### src/rtl/mem_arbiter.sv
// Round-robin arbiter that shares one valid/ready memory port between the IFU and the LSU.
// Define MEM_ARB_TIMEOUT_EN to enable the WAIT-state timeout with error response.
module mem_arbiter #(
    parameter int ADDR_W         = 32,
    parameter int DATA_W         = 32,
    parameter int TIMEOUT_CYCLES = 255
) (
    input  logic                clk,
    input  logic                rst,
    input  logic                ifu_req_valid,
    output logic                ifu_req_ready,
    input  logic [ADDR_W-1:0]   ifu_addr,
    output logic                ifu_resp_valid,
    output logic [DATA_W-1:0]   ifu_rdata,
    output logic                ifu_resp_err,
    input  logic                lsu_req_valid,
    output logic                lsu_req_ready,
    input  logic [ADDR_W-1:0]   lsu_addr,
    input  logic                lsu_wen,
    input  logic [DATA_W-1:0]   lsu_wdata,
    input  logic [DATA_W/8-1:0] lsu_wmask,
    output logic                lsu_resp_valid,
    output logic [DATA_W-1:0]   lsu_rdata,
    output logic                lsu_resp_err,
    output logic                mem_req_valid,
    input  logic                mem_req_ready,
    output logic [ADDR_W-1:0]   mem_addr,
    output logic                mem_wen,
    output logic [DATA_W-1:0]   mem_wdata,
    output logic [DATA_W/8-1:0] mem_wmask,
    input  logic                mem_resp_valid,
    input  logic [DATA_W-1:0]   mem_rdata
);
    localparam int MASK_W = DATA_W / 8;
    localparam logic OWN_IFU = 1'b0;
    localparam logic OWN_LSU = 1'b1;
    localparam logic [DATA_W-1:0] TIMEOUT_DATA = DATA_W'(32'hDEADBEEF);

    typedef enum logic [1:0] {
        IDLE = 2'd0,
        REQ  = 2'd1,
        WAIT = 2'd2
    } state_t;

    state_t             state_reg, state_next;
    logic               last_grant_reg, last_grant_next;
    logic               owner_reg, owner_next;
    logic [ADDR_W-1:0]  addr_reg, addr_next;
    logic               wen_reg, wen_next;
    logic [DATA_W-1:0]  wdata_reg, wdata_next;
    logic [MASK_W-1:0]  wmask_reg, wmask_next;
    logic [DATA_W-1:0]  ifu_rdata_reg, ifu_rdata_next;
    logic [DATA_W-1:0]  lsu_rdata_reg, lsu_rdata_next;
    logic               ifu_resp_valid_reg, ifu_resp_valid_next;
    logic               lsu_resp_valid_reg, lsu_resp_valid_next;
    logic               grant_ifu, grant_lsu;
    logic               timeout_hit;
    logic               resp_fire;
    logic [DATA_W-1:0]  resp_data;

    // Arbitration is only live in IDLE; a tie goes to whoever was not served last.
    always_comb begin
        grant_ifu = 1'b0;
        grant_lsu = 1'b0;
        if (state_reg == IDLE && !rst) begin
            if (ifu_req_valid && lsu_req_valid) begin
                grant_lsu = (last_grant_reg == OWN_IFU);
                grant_ifu = (last_grant_reg == OWN_LSU);
            end else begin
                grant_ifu = ifu_req_valid;
                grant_lsu = lsu_req_valid;
            end
        end
    end

    always_comb begin
        state_next          = state_reg;
        last_grant_next     = last_grant_reg;
        owner_next          = owner_reg;
        addr_next           = addr_reg;
        wen_next            = wen_reg;
        wdata_next          = wdata_reg;
        wmask_next          = wmask_reg;
        ifu_rdata_next      = ifu_rdata_reg;
        lsu_rdata_next      = lsu_rdata_reg;
        ifu_resp_valid_next = 1'b0;
        lsu_resp_valid_next = 1'b0;
        resp_fire           = 1'b0;
        resp_data           = '0;

        case (state_reg)
            IDLE: begin
                if (grant_ifu) begin
                    owner_next      = OWN_IFU;
                    last_grant_next = OWN_IFU;
                    addr_next       = ifu_addr;
                    wen_next        = 1'b0;
                    wdata_next      = '0;
                    wmask_next      = '0;
                    state_next      = REQ;
                end else if (grant_lsu) begin
                    owner_next      = OWN_LSU;
                    last_grant_next = OWN_LSU;
                    addr_next       = lsu_addr;
                    wen_next        = lsu_wen;
                    wdata_next      = lsu_wdata;
                    wmask_next      = lsu_wmask;
                    state_next      = REQ;
                end
            end
            REQ: begin
                if (mem_req_ready) begin
                    state_next = WAIT;
                end
            end
            WAIT: begin
                // A real response beats a timeout landing in the same cycle.
                if (mem_resp_valid) begin
                    resp_fire  = 1'b1;
                    resp_data  = wen_reg ? '0 : mem_rdata;
                    state_next = IDLE;
                end else if (timeout_hit) begin
                    resp_fire  = 1'b1;
                    resp_data  = TIMEOUT_DATA;
                    state_next = IDLE;
                end
            end
            default: state_next = IDLE;
        endcase

        if (resp_fire) begin
            if (owner_reg == OWN_IFU) begin
                ifu_resp_valid_next = 1'b1;
                ifu_rdata_next      = resp_data;
            end else begin
                lsu_resp_valid_next = 1'b1;
                lsu_rdata_next      = resp_data;
            end
        end
    end

    always_ff @(posedge clk) begin
        if (rst) begin
            state_reg          <= IDLE;
            last_grant_reg     <= OWN_IFU;
            owner_reg          <= OWN_IFU;
            addr_reg           <= '0;
            wen_reg            <= 1'b0;
            wdata_reg          <= '0;
            wmask_reg          <= '0;
            ifu_rdata_reg      <= '0;
            lsu_rdata_reg      <= '0;
            ifu_resp_valid_reg <= 1'b0;
            lsu_resp_valid_reg <= 1'b0;
        end else begin
            state_reg          <= state_next;
            last_grant_reg     <= last_grant_next;
            owner_reg          <= owner_next;
            addr_reg           <= addr_next;
            wen_reg            <= wen_next;
            wdata_reg          <= wdata_next;
            wmask_reg          <= wmask_next;
            ifu_rdata_reg      <= ifu_rdata_next;
            lsu_rdata_reg      <= lsu_rdata_next;
            ifu_resp_valid_reg <= ifu_resp_valid_next;
            lsu_resp_valid_reg <= lsu_resp_valid_next;
        end
    end

`ifdef MEM_ARB_TIMEOUT_EN
    localparam int CNT_W = (TIMEOUT_CYCLES > 1) ? $clog2(TIMEOUT_CYCLES + 1) : 1;

    logic [CNT_W-1:0] wait_cnt_reg, wait_cnt_next;
    logic             ifu_err_reg, ifu_err_next;
    logic             lsu_err_reg, lsu_err_next;

    assign timeout_hit = (state_reg == WAIT) && (wait_cnt_reg == CNT_W'(TIMEOUT_CYCLES));

    // Counter sits at zero outside WAIT so it always starts clean on entry.
    always_comb begin
        wait_cnt_next = wait_cnt_reg;
        if (state_reg != WAIT) begin
            wait_cnt_next = '0;
        end else if (!mem_resp_valid && !timeout_hit) begin
            wait_cnt_next = wait_cnt_reg + CNT_W'(1);
        end
        ifu_err_next = timeout_hit && !mem_resp_valid && (owner_reg == OWN_IFU);
        lsu_err_next = timeout_hit && !mem_resp_valid && (owner_reg == OWN_LSU);
    end

    always_ff @(posedge clk) begin
        if (rst) begin
            wait_cnt_reg <= '0;
            ifu_err_reg  <= 1'b0;
            lsu_err_reg  <= 1'b0;
        end else begin
            wait_cnt_reg <= wait_cnt_next;
            ifu_err_reg  <= ifu_err_next;
            lsu_err_reg  <= lsu_err_next;
        end
    end

    assign ifu_resp_err = ifu_err_reg;
    assign lsu_resp_err = lsu_err_reg;
`else
    assign timeout_hit  = 1'b0;
    assign ifu_resp_err = 1'b0;
    assign lsu_resp_err = 1'b0;
`endif

    assign ifu_req_ready  = grant_ifu;
    assign lsu_req_ready  = grant_lsu;
    assign ifu_resp_valid = ifu_resp_valid_reg;
    assign lsu_resp_valid = lsu_resp_valid_reg;
    assign ifu_rdata      = ifu_rdata_reg;
    assign lsu_rdata      = lsu_rdata_reg;
    assign mem_req_valid  = (state_reg == REQ);
    assign mem_addr       = addr_reg;
    assign mem_wen        = wen_reg;
    assign mem_wdata      = wdata_reg;
    assign mem_wmask      = wmask_reg;

endmodule

### config.mk
export PLATFORM = sky130hd
export DESIGN_NAME = mem_arbiter
export DESIGN_NICKNAME = d
export VERILOG_FILES = /design/src/rtl/mem_arbiter.sv
export SDC_FILE = /design/constraint.sdc
export NUM_CORES = 1
export LEC_CHECK = 0
export ABC_AREA = 1
export BUFFER_PORTS_ARGS = -buffer_cell sky130_fd_sc_hd__buf_4
export CORE_MARGIN = 2
export CORE_UTILIZATION = 51
export CTS_BUF_LIST = sky130_fd_sc_hd__clkbuf_4 sky130_fd_sc_hd__clkbuf_8
export DETAILED_ROUTE_END_ITERATION = 10
export GPL_ROUTABILITY_DRIVEN = 0
export GPL_TIMING_DRIVEN = 0
export PLACE_DENSITY = 0.87
export RECOVER_POWER = 100
export SLEW_MARGIN = 20
export SYNTH_ARGS = -nofsm -noshare
export SYNTH_HDL_FRONTEND = slang
export SYNTH_SLANG_ARGS = --single-unit
### constraint.sdc
create_clock -name clk -period 2.7 [get_ports clk]
set_input_delay 0.54 -clock clk [delete_from_list [all_inputs] [get_ports clk]]
set_output_delay 0.54 -clock clk [all_outputs]
set_load 0.005 [all_outputs]
======== Word level (Yosys, flattened, before mapping) ========
Index checks and enable logic that the tools add are counted.
word-level totals
  input bits .............................. 139
  output and inout bits ................... 140
  flip-flop bits (word level) ............. 138
operators by class
  equality and inequality tests ........... 5
  bitwise gates (word level) .............. 2
  reduce and logical (&&, ||, !) cells .... 10
  muxes and demuxes ....................... 26
operators by type and width
  cell                count
  $mux 32             7
  $mux 1              12
  $mux 2              4
  $mux 4              2
  $pmux 2 s3          1
  $reduce_and 2->1    3
  $ne 3x3->1 const B  1
  $reduce_and 3->1    1
  $eq 2x1->1 const B  1
  $eq 2x2->1 const B  1
  $logic_and 1x1->1   2
  $logic_not 2->1     1
  $ne 2x1->1 const B  1
  $ne 2x2->1 const B  1
  $not 1->1           2
  $reduce_bool 2->1   1
  $reduce_or 2->1     1
  $logic_not 1->1     1

======== Logic depth before layout (Yosys ltp) ========
  word-level depth ........................ 6
  mapped depth ............................ 9
  mapped depth without buffers ............ 8

======== Worst setup path before layout ========
No wires, ideal clock.
  path kind ............................... in2out
  from .................................... in rst
  to ...................................... out ifu_req_ready
  path slack .............................. 0.845 ns
  stages on the path ...................... 6
  path buffers ............................ 3
  data arrival time ....................... 1.315 ns
  cells stage by stage .................... buf_2 -> nor2_4 -> nand2_2 -> buf_6 -> buf_2 -> inv_1
on the way
  word-level cells in the longest chain between the ends .. 3
ends and longest elaborated chain
  what                RTL line  text
  start: declaration  9         input logic rst,
  $logic_not 1->1     65        if (state_reg == IDLE && !rst) begin
  $logic_and 1x1->1   65
  $mux 1              65
  end: declaration    11        output logic ifu_req_ready,
Every way passes these cells.

==> flow_metrics.py <==
metrics = {
    "route": {
        "wl_met1_um": 6860,
        "met2_length_um": 9044,
        "wl_per_cell_um": 14.40,
        "dr.pass1.iters": 5,
        "vias": 6506,
        "drc": 0,
        "wl_met3_um": 1737,
        "drtIter0Drc": 502,
        "vias_per_cell": 5.107,
        "top_layer": "met4",
        "routed_wl_um": 18350,
        "antenna_left": 0,
    },
    "placement": {
        "dpl.hpwl_um": 13670,
        "io_buffer_count": 275,
        "place_area_um2": 8005,
    },
    "sta": {
        "worstMarginPinSlew_ns": 0.6204,
        "tns_ns": 0,
        "finalCritPeriodShare_pct": 92.41,
        "period_needed_ns": 2.495,
        "relSlewSlack_pct": 58.64,
        "holdWs_ns": 0.3467,
        "fin_skew_ns": 0.008713,
        "hold_viol": 0,
        "rsz0062_at_grt": "no",
        "clock.fmax_mhz": 400.8,
        "slew_violations": 0,
        "setup_violations": 0,
    },
    "layout": {
        "register_area_um2": 2763,
        "fin_area_um2": 8168,
        "n_fill_cell": 936,
        "syn2layout_area_growth_pct": 41.76,
        "antenna_cells": 0,
        "layout.nets": 1260,
        "multi_input_comb_area_um2": 2554,
        "drive_gt1_share_pct": 23.19,
    },
    "clock_tree": {
        "cts_resized": 0,
        "cts_tree": "built",
        "clkTransAtPathRegs_ns": 0.07,
        "cts-root-buf": "clkbuf_8",
        "cts_buffer_depth": 2,
        "hold_buffers": 0,
        "postCtsSetupRepairBufs": 0,
        "cts_sinks": 138,
        "htree_num_levels": 4,
        "clk_latency_ns": 0.45,
        "cts_buffers": 17,
    },
    "global_routing": {
        "grt_pass1_wl_um": 27950,
        "antenna_found_initial": 0,
        "grt_overflow": 0,
        "grt_max_degree": 17,
        "grt_use_total_pct": 29.94,
        "grt_pass1_vias": 5984,
    },
    "power": {
        "power_w": 0.004668,
        "max-vdd-ir-drop_v": 0.0005522,
        "pwr-share-seq_pct": 46.7,
        "power_density_nw_per_um2": 571.6,
        "swShare_pct": 26.12,
        "p_leak_nw": 3.714,
        "power.net_switching_w": 0.001220,
        "pwr-share-comb_pct": 16.7,
        "p_int_w": 0.003449,
        "p_clk_share_pct": 36.6,
    },
    "worst_setup_path": {
        "regToRegEndpoint": "mem_wdata[17]$_SDFFE_PP0P_",
        "cp_data_required_time_ns": 2.16,
        "worst_setup_path_end_kind": "primary output",
        "crit_fanout": 10,
        "r2r_setup_slack_ns": 0.50,
        "reg2reg_from": "state_reg[0]$_SDFFE_PP0P_",
        "path_class": "register to primary output",
        "arrival_ns": 1.96,
        "setup.worst_path.start_class": "register",
        "ff2ff_path_depth": 9,
    },
    "yosys": {
        "seq_area_frac_synth_pct": 47.95,
        "synth_xor_area_share_pct": 0,
        "netlist_area_um2": 5762,
        "synth_cell_type_count": 20,
        "synth_ff_type": "dfxtp_1",
        "synth.area.mux_share_pct": 0,
        "synthSimpleGateAreaFrac_pct": 34.70,
        "synth_edf_count": 0,
        "synth_compound_area_share_pct": 9.533,
        "avgSynthCellArea_um2": 6.976,
        "synth_top_family_by_area": "simple AND/OR/NAND/NOR gates",
        "synthAdderAreaFrac_pct": 0,
        "synth-async-reset-ratio_pct": 0,
        "netlist_instances": 826,
        "ys_ff_latch": 138,
        "yosys_warnings": 0,
    },
    "hold_path": {
        "hp-class": "primary input to register",
        "hold-path-endpoint": "mem_wdata[15]$_SDFFE_PP0P_",
        "holdPathStages": 3,
        "worstHoldStart": "lsu_wdata[15]",
    },
    "floorplan": {
        "dieWidth_um": 110.3,
        "core_region_area_um2": 10940,
        "dieArea_um2": 12160,
        "rows": 38,
        "io_pins": 279,
        "die_h_um": 110.3,
        "start_util_pct": 52.69,
    },
    "flow_run": {
        "max_cap_viol_count": 0,
    },
    "status": {
        "status": "complete, no violations",
    },
}
==> cell type report <==
class	count	share of cell area, %
Tap cell	140	2.145
Buffer	64	3.278
Sequential cell	138	33.82
Timing Repair Buffer	275	22.52
Multi-Input combinational cell	582	31.27
Inverter	43	1.976
Clock buffer	25	3.906
Clock inverter	7	1.088
==> power groups by stage <==
stage                     Combinational (W)  Clock [W]  Sequential, W
final                              0.000779    0.00171        0.00218
after CTS                          0.000828    0.00172        0.00218
after global placement             0.000812          0        0.00222
after detailed placement           0.000821          0        0.00223
after floorplan                    0.000391          0        0.00223
after global routing               0.000866    0.00182        0.00219
==> how the worst max path moves through the flow <==
stage | startpoint | to | slack (ns)
3_5_place_dp | rst | lsu_req_ready | 0.54
3_3_place_gp | rst | lsu_req_ready | 0.55
5_1_grt | state_reg[0]$_SDFFE_PP0P_ | lsu_req_ready | 0.06
4_1_cts | owner_reg$_SDFFE_PP0P_ | ifu_req_ready | 0.21
2_1_floorplan | rst | ifu_req_ready | 0.84
6_report | owner_reg$_SDFFE_PP0P_ | ifu_req_ready | 0.20
==> layout by cell type, fill, tap and decap left out, types with 7 or more instances in the layout <==
master / n
clkbuf_8: 21
inv_1: 41
clkbuf_4: 81
nand2_1: 269
dfxtp_1: 138
a21oi_1: 102
nor2_1: 101
nand3_1: 70
nand3b_1: 32
clkbuf_1: 106
buf_4: 141
buf_1: 7
==> routing by layer <==
metal | global-route usage (%) | vias up
met5 | 0 | -
met4 | 15.71 | 0
met3 | 9.171 | 52
met2 | 51.97 | 292
met1 | 32.79 | 2960
li1 | - | 3202
==> cells by family (layout without fill, tap and decap cells) <==
kind of cell	count (synthesis)	after routing
other cells	1	2
compound gates	106	106
buf+inv	107	414
simple gates	474	474
flops	138	138
==> critical path, stage by stage, from the launching register on <==
cell	delay [ns]
dfxtp_1	0.31
buf_4	0.17
inv_2	0.11
a21boi_4	0.24
nand2_2	0.14
buf_6	0.17
buf_2	0.18
inv_1	0.07
clkbuf_4	0.12
==> cell usage after synthesis (2+ instances only) <==
library cell | count | share of area (%)
inv_1 | 41 | 2.7
nor2_1 | 101 | 6.6
dfxtp_1 | 138 | 48
a21oi_1 | 102 | 8.9
buf_1 | 9 | 0.59
nand3_1 | 70 | 6.1
nand3b_1 | 32 | 4.2
nand2_1 | 268 | 17
inv_2 | 2 | 0.13
nand2_2 | 2 | 0.22
buf_4 | 5 | 0.65
buf_2 | 15 | 1.3
clkbuf_1 | 34 | 2.2
==> metrics by stage <==
step | std cells | setup slack, ns | util [%]
2_1_floorplan | 827 | 0.8448 | -
3_3_place_gp | 1242 | 0.5543 | 73.20
3_5_place_dp | 1242 | 0.5362 | 73.20
4_1_cts | 1274 | 0.2080 | 76.93
5_1_grt | 1274 | 0.06464 | 74.69
6_report | 1274 | 0.2049 | 74.69
(Power assumes the default switching activity.)
